### config.mk
export PLATFORM = sky130hd
export DESIGN_NAME = wu_event_logger
export DESIGN_NICKNAME = d
export VERILOG_FILES = /design/src/rtl/wu_event_logger.sv
export SDC_FILE = /design/constraint.sdc
export NUM_CORES = 1
export LEC_CHECK = 0
export ABC_CLOCK_PERIOD_IN_PS = 16200
export BUFFER_PORTS_ARGS = -buffer_cell sky130_fd_sc_hd__buf_2
export CAP_MARGIN = 20
export CORE_ASPECT_RATIO = 0.9
export CORE_MARGIN = 2
export CORE_UTILIZATION = 50
export DETAILED_ROUTE_END_ITERATION = 8
export HOLD_SLACK_MARGIN = 0.03
export PLACE_DENSITY = 0.69
export SYNTH_ARGS = -nofsm -noshare
export SYNTH_HDL_FRONTEND = slang
export SYNTH_SLANG_ARGS = --single-unit
### constraint.sdc
create_clock -name clki -period 16.2 [get_ports clki]
set_input_delay 0.81 -clock clki [delete_from_list [all_inputs] [get_ports clki]]
set_output_delay 0.81 -clock clki [all_outputs]
set_load 0.05 [all_outputs]
### src/rtl/wu_event_logger.sv
// Wake-up latency logger: times trigger-to-wake_up intervals and stores
// tagged results in a circular buffer drained by a toggling host read request.
module wu_event_logger #(
  parameter int DEPTH   = 16,
  parameter int TIMEOUT = 1000000
) (
  input  logic        clki,
  input  logic        reset,
  input  logic        enable,
  input  logic        trig_to_siggen,
  input  logic        wake_up,
  input  logic        rd_toggle,
  output logic [31:0] rd_data,
  output logic        rd_valid,
  output logic [6:0]  fill_level,
  output logic [15:0] overflow_cnt,
  output logic [15:0] spurious_cnt
);

  localparam int AW = $clog2(DEPTH);

  localparam logic [0:0] IDLE  = 1'b0;
  localparam logic [0:0] ARMED = 1'b1;

  localparam logic [29:0] TO_LAST = 30'(TIMEOUT - 1);
  localparam logic [29:0] TO_VAL  = 30'(TIMEOUT);

  // Synchronizers and edge registers
  logic        wu_s1_q, wu_s2_q, wu_d_q;
  logic        rt_s1_q, rt_s2_q, rt_d_q;
  logic [1:0]  settle_q;
  logic        trig_q;

  logic [0:0]  state_q, state_d;
  logic [29:0] cnt_q, cnt_d, cnt_inc;
  logic [15:0] spurious_q, spurious_d;
  logic [15:0] overflow_q, overflow_d;

  logic [AW:0] wr_ptr_q, wr_ptr_d, rd_ptr_q, rd_ptr_d, used;
  logic [31:0] mem_q [DEPTH];
  logic [31:0] rd_data_q;
  logic        rd_valid_q;

  logic        wu_edge, rt_edge, trig_edge;
  logic        push, push_ok, do_pop, empty, full;
  logic [31:0] push_data;

  assign wu_edge   = wu_s2_q & ~wu_d_q;
  // The first transitions out of reset only reflect the synchronizer filling up.
  assign rt_edge   = (rt_s2_q ^ rt_d_q) & (settle_q == 2'd3);
  assign trig_edge = trig_to_siggen & ~trig_q;

  assign cnt_inc = (cnt_q == '1) ? cnt_q : cnt_q + 30'd1;

  assign used   = wr_ptr_q - rd_ptr_q;
  assign empty  = (wr_ptr_q == rd_ptr_q);
  assign full   = (wr_ptr_q[AW] != rd_ptr_q[AW]) &&
                  (wr_ptr_q[AW-1:0] == rd_ptr_q[AW-1:0]);
  assign do_pop  = rt_edge & ~empty;
  assign push_ok = push & (~full | do_pop);

  // NOTE: every signal assigned here gets a default first so no latch is inferred.
  always_comb begin
    state_d    = state_q;
    cnt_d      = cnt_q;
    spurious_d = spurious_q;
    push       = 1'b0;
    push_data  = '0;
    case (state_q)
      IDLE: begin
        if (wu_edge && spurious_q != '1) spurious_d = spurious_q + 16'd1;
        if (trig_edge && enable) begin
          state_d = ARMED;
          cnt_d   = '0;
        end
      end
      default: begin
        cnt_d = cnt_inc;
        if (wu_edge || cnt_q == TO_LAST) begin
          push      = 1'b1;
          push_data = wu_edge ? {2'b00, cnt_inc} : {2'b10, TO_VAL};
          state_d   = IDLE;
          if (trig_edge && enable) begin
            state_d = ARMED;
            cnt_d   = '0;
          end
        end else if (trig_edge) begin
          push      = 1'b1;
          push_data = {2'b11, cnt_inc};
          cnt_d     = '0;
        end
      end
    endcase
  end

  always_comb begin
    wr_ptr_d   = wr_ptr_q + (AW+1)'(push_ok);
    rd_ptr_d   = rd_ptr_q + (AW+1)'(do_pop);
    overflow_d = overflow_q;
    if (push && !push_ok && overflow_q != '1) overflow_d = overflow_q + 16'd1;
  end

  // NOTE: state uses non-blocking assignments so every register samples pre-edge values.
  always_ff @(posedge clki) begin
    if (!reset) begin
      wu_s1_q    <= 1'b0;
      wu_s2_q    <= 1'b0;
      wu_d_q     <= 1'b0;
      rt_s1_q    <= 1'b0;
      rt_s2_q    <= 1'b0;
      rt_d_q     <= 1'b0;
      settle_q   <= '0;
      trig_q     <= 1'b0;
      state_q    <= IDLE;
      cnt_q      <= '0;
      spurious_q <= '0;
      overflow_q <= '0;
      wr_ptr_q   <= '0;
      rd_ptr_q   <= '0;
      rd_data_q  <= '0;
      rd_valid_q <= 1'b0;
    end else begin
      wu_s1_q    <= wake_up;
      wu_s2_q    <= wu_s1_q;
      wu_d_q     <= wu_s2_q;
      rt_s1_q    <= rd_toggle;
      rt_s2_q    <= rt_s1_q;
      rt_d_q     <= rt_s2_q;
      if (settle_q != 2'd3) settle_q <= settle_q + 2'd1;
      trig_q     <= trig_to_siggen;
      state_q    <= state_d;
      cnt_q      <= cnt_d;
      spurious_q <= spurious_d;
      overflow_q <= overflow_d;
      wr_ptr_q   <= wr_ptr_d;
      rd_ptr_q   <= rd_ptr_d;
      rd_data_q  <= empty ? '0 : mem_q[rd_ptr_q[AW-1:0]];
      rd_valid_q <= ~empty;
    end
  end

  // NOTE: the log memory is deliberately not reset; stale words are masked by the pointers.
  always_ff @(posedge clki) begin
    if (push_ok) mem_q[wr_ptr_q[AW-1:0]] <= push_data;
  end

  assign rd_data      = rd_data_q;
  assign rd_valid     = rd_valid_q;
  assign fill_level   = 7'(used);
  assign overflow_cnt = overflow_q;
  assign spurious_cnt = spurious_q;

endmodule

* After elaboration in Yosys (flattened, before gate mapping) *
Memories as Yosys holds them, arrays and structs flattened. A register that Yosys moved wholly into a read port is not among the register bits.
Index checks and enable logic that the tools add are counted.

word-level totals
  bits in writable memories = 512
  register bits after elaboration = 83
  memories = 1
  word-level logic and storage cells = 73
  bits of input ports = 6
  output and inout bits = 72

memory list
  name   depth  width  rd ports  clocked after memory_dff  write ports  line  text
  mem_q  16     32     1         1                         1            40    logic [31:0] mem_q [DEPTH];

cells by class
  add/subtract/negate cells = 7
  reduce and logical (&&, ||, !) cells = 10
  bitwise gates (word level) = 13
  multiplexer cells = 18
  equal/unequal tests = 9

operators with widths
  operator                                          number
  two-way mux 30 bit                                6
  two-way mux 32 bit                                4
  adder 16 x 1 -> 16 bit (second input constant)    2
  != test 16 bit (second input constant)            2
  adder 30 x 1 -> 30 bit (second input constant)    1
  == test 30 x 20 -> 1 bit (second input constant)  1
  == test 30 bit (second input constant)            1
  adder 5 x 1 -> 5 bit                              2
  two-way mux 1 bit                                 8
  inverter 1 bit                                    6
  AND 1 bit                                         5
  == test 5 bit                                     1
  logical AND 1 bit                                 5
  subtractor 5 bit                                  1
  == test 4 bit                                     1
  adder 2 x 1 -> 2 bit (second input constant)      1
  == test 2 bit (second input constant)             1
  != test 2 bit (second input constant)             1
  AND reduction 2 bit                               1
  nonzero test 2 bit                                1
  OR reduction 2 bit                                1
  zero test 1 bit                                   1
  logical OR 1 bit                                  1
  != test 1 bit                                     1
  2 further kinds                                   2

* Logic depth before layout (Yosys ltp) *
  word-level depth = 9
  mapped depth = 15
  mapped depth without buffers = 12

* Worst setup path after synthesis *
No wires, ideal clock.

  path kind = register -> register
  start = reg rd_ptr_q[1]
  end = mem mem_q[12][0] (enable)
  path slack = 10.662 ns
  arrival time = 5.036 ns
  required time = 15.699 ns
  setup time = 0.501 ns
  stages on the path, launching flop included = 11
  buffers on the path = 3
  clock period less this slack = 5.538 ns
  path through = dfxtp_1 -> clkbuf_1 -> clkbuf_1 -> inv_1 -> ha_1 -> nand4_1 -> nor2_1 -> nand2_1 -> o211ai_1 -> buf_2 -> nor4_1

on the way
  longest elaborated chain between the ends = 7
  elaborated cells on any way between the ends = 10
  classes of those cells = 2 x eq/ne; 2 x mux; 5 x bitwise; 1 x reduce/logical

RTL lines
  element                                              line    text
  start, declared                                      39      logic [AW:0] wr_ptr_q, wr_ptr_d, rd_ptr_q, rd_ptr_d, used;
  start signal, assigned                               136     rd_ptr_q <= rd_ptr_d;
  == test 5 bit or == test 4 bit (tied branches)       56, 58
  inverter 1 bit or logical AND 1 bit (tied branches)  59, 57
  AND 1 bit or inverter 1 bit (tied branches)          59, 60
  bitwise OR 1 bit *                                   60      assign push_ok = push & (~full | do_pop);
  AND 1 bit *                                          60
  two-way mux 1 bit *                                  144     if (push_ok) mem_q[wr_ptr_q[AW-1:0]] <= push_data;
  two-way mux 1 bit (not written as such) *            144
  end, declared                                        40

Every way passes the cells marked *; elsewhere a longest branch is shown, timed or not.

* Worst setup path in the final report *
  start = reg rd_ptr_q[2]
  end = mem mem_q[6][16] (enable)

The elaborated chain is that of the path after synthesis.

==> impl_results.md <==
* Startpoint Class: flip-flop
* Max VDD drop at 0.0000851 V
* Post-synth top area share at 0.620
* Post-Route Setup TNS at 0 ns
* CP Capture Type: flip-flop
* Initial antenna violation count at 0
* Critical path class: flip-flop to flip-flop
* Die W at 239 um
* GRT Total Usage at 0.201
* Core box area at 49000 um2
* Syn avg cell area at 17.8 um2
* Hold WC Path Type: primary input to flip-flop
* Ys Warns at 0
* Post-synth EDFFs at 512
* Initial Utilization at 0.506
* Via density at 5.90
* Crit-path max FO at 36
* Top-level I/O count at 78
* 1st-iter DRT viols at 1079
* # resized after CTS at 0
* Sw Ratio at 0.197
* Die area at 51400 um2
* Gate Count Post-Synth at 1395
* Cell taking the most area after synthesis: edfxtp_1
* H-tree Lvls at 2
* Critical Path AT at 4.44 ns
* Clk_lat worst skew at 0.63 ns
* Status: completed
* Worst-path clk slew at 0.06 ns
* Synth Register Bits at 627
* Final Max Slew Viols at 0
* Critical path launch point: rd_ptr_q[2]
* Worst hold start: wake_up
* Required @ worst endpoint at 16.44 ns
* Total gr overflow at 0
* Cells along the critical path: inv_1 -> ha_1 -> nand4_1 -> nor2_1 -> nand2_1 -> o211ai_1 -> buf_4 -> or3b_2 -> nor2_4
* Diode count at 0
* P_sw at 0.626 mW
* Reg2reg path depth at 9
* Seq/Total Area, Yosys at 0.713
* Pin count of the biggest net entering global routing at 72
* Fin nets at 1540
* RSZ-0062 raised after global routing: false
* FF-to-FF End: mem_q[6][16]
* CTS tree: done
* Cell Area, Synth at 24800 um2
* Slowest CP cell: dfxtp_2
* First-pass GRT wire length at 78000 um
* Clock power share at 0.445
* Hold Buf Count CTS at 0
* DRT Pass-1 Iters at 6
* Hold depth at 2
* Pwr/cell area at 112 nW/um2
* Hold Path End: wu_s1_q
* Commonest non-fill, non-tap cell in the layout: edfxtp_1
* Worst Skew at 0.0211 ns
* Clock Tree Root: clkbuf_16
* Largest stage delay on the critical path at 1.09 ns
* CTS Buffer Depth at 3
* Gate power share at 0.011
* # fillers at 3638
* Total power at 3.17 mW
* # DRC at 0
* Fmax at 238 MHz
* Detailed placer's ending HPWL at 30600 um
* Max-cap violations at 0
* Die Ht at 215 um
* Row Count at 77
* CTS sink count at 627
* Fraction of layout cells with a size suffix above 1 at 0.262
* Placer congestion estimate at 0.867
* Tightest Pin Transition at 1.16 ns
* Int Pwr at 2.55 mW
* LEAKAGE at 8.69 nW
* Final setup violation count at 0
* Area growth from synthesis to layout at 14.5%
* Port bufs at 75
* Synth Flop Type: edfxtp_1
* Reg power frac at 0.544
* Wire per inst at 23.1 um
* Post-route minimum period at 4.21 ns
* Post-DRT Antenna Nets at 0
* Period utilization at 0.260
* Total wire length at 51000 um
* Hold Fails Final Rpt at 0
* Setup slack, reg-to-reg at 11.99 ns
* Number of global-route vias before repair at 13.0k
* Number of buffers added for setup after CTS at 0
* CTS buffer count at 61
* Synth top area cells: edfxtp_1, mux4_2, dfxtp_1
* Slew headroom at 0.226
* Routed via count at 13.0k
* Commonest non-fill, non-tap cells in the layout: edfxtp_1, mux4_2, dfxtp_1
* Netlist cell types at 62
* R2R Path Start: rd_ptr_q[2]
* Async S/R FF share, synth at 0
[per-stage QoR]
stage	util	worst slack (ns)	std cells	area, um2	hold slack, ns
after floorplan	-	10.66	1396	24800	0.412
after global placement	0.530	11.87	2059	26000	0.422
after detailed placement	0.530	11.72	2061	26000	0.433
after CTS	0.571	11.69	2177	28000	0.359
after global routing	0.579	11.74	2206	28400	0.376
final	0.579	11.99	2206	28400	0.389
[area by class of cell]
type | count | area [um2] | area share
well taps | 632 | 791 | 0.0279
clock inverters | 31 | 303 | 0.0107
multi-input cells | 671 | 6840 | 0.241
repair buffers | 131 | 953 | 0.0336
clock buffers | 85 | 1710 | 0.0602
inverters | 29 | 109 | 0.00383
flip-flops and latches | 627 | 17700 | 0.623
[power groups by stage]
stage	clock network, mW	logic, mW	registers (mW)
2_1_floorplan	0	0.0229	1.76
3_3_place_gp	0	0.0349	1.76
3_5_place_dp	0	0.0353	1.76
4_1_cts	1.44	0.0354	1.73
5_1_grt	1.50	0.0382	1.73
6_report	1.41	0.0354	1.73
[state kept, by name, summed over array words and instances (netlist names)]
name	cells
settle_q	2
rt_d_q	1
rt_s2_q	1
wu_s1_q	1
rd_ptr_q	5
cnt_q	30
rd_data	32
mem_q	512
overflow_cnt	16
wu_d_q	1
wr_ptr_q	5
rt_s1_q	1
wu_s2_q	1
trig_q	1
rd_valid	1
spurious_cnt	16
state_q	1
[per-layer routing]
metal,track usage,vias up,share of wire
met3,0.0328,87,0.060
met4,0.0619,0,0.024
met5,0,-,0
met1,0.298,6706,0.45
met2,0.309,404,0.46
li1,-,5818,-
[how the worst max path moves through the flow]
stage | end | slack (ns)
2_1_floorplan | mem_q[12][0] | 10.66
3_3_place_gp | mem_q[5][16] | 11.87
3_5_place_dp | mem_q[5][15] | 11.72
4_1_cts | mem_q[5][16] | 11.69
5_1_grt | mem_q[5][19] | 11.74
6_report | mem_q[6][16] | 11.99
[synthesized netlist by cell type (all sizes together) (3+ instances only)]
| cell | count |
|---|---|
| ha | 12 |
| mux2i | 5 |
| nand4 | 23 |
| o211ai | 5 |
| o2111ai | 3 |
| xnor2 | 25 |
| o211a | 5 |
| inv | 28 |
| clkbuf | 42 |
| and2 | 14 |
| nand2b | 6 |
| or4 | 7 |
| o31ai | 6 |
| nand3 | 31 |
| edfxtp | 512 |
| and4 | 7 |
| o21a | 3 |
| dfxtp | 115 |
| nor3 | 17 |
| a21oi | 39 |
| o21ai | 31 |
| nor4 | 11 |
| xor2 | 21 |
| nor2 | 80 |
| or3 | 22 |
| a31oi | 12 |
| mux4 | 160 |
| or2b | 3 |
| and3 | 10 |
| a21o | 6 |
| nand2 | 45 |
| buf | 27 |
| nor2b | 34 |
[logic make-up (layout without fill, tap and decap cells)]
family	Yosys count	in the layout	synth area share
adder cells (fa/ha/maj)	13	13	0.00686
other	1	2	0.000151
buffers and inverters	98	276	0.0156
XOR/XNOR	46	46	0.0163
AO/OA/AOI/OAI	125	125	0.0324
flip-flops	627	627	0.713
AND/OR/NAND/NOR	320	320	0.0684
multiplexers	165	165	0.147
[worst max-delay path: cells and delay by family (launching register included)]
family,cells,cell delay (ns)
DFF,1,1.09
buffers and inverters,2,0.34
adders and majority gates,1,0.38
AOI/OAI and AO/OA,1,0.09
and+or+nand+nor,5,1.86
Power figures use the tool's default switching activity.
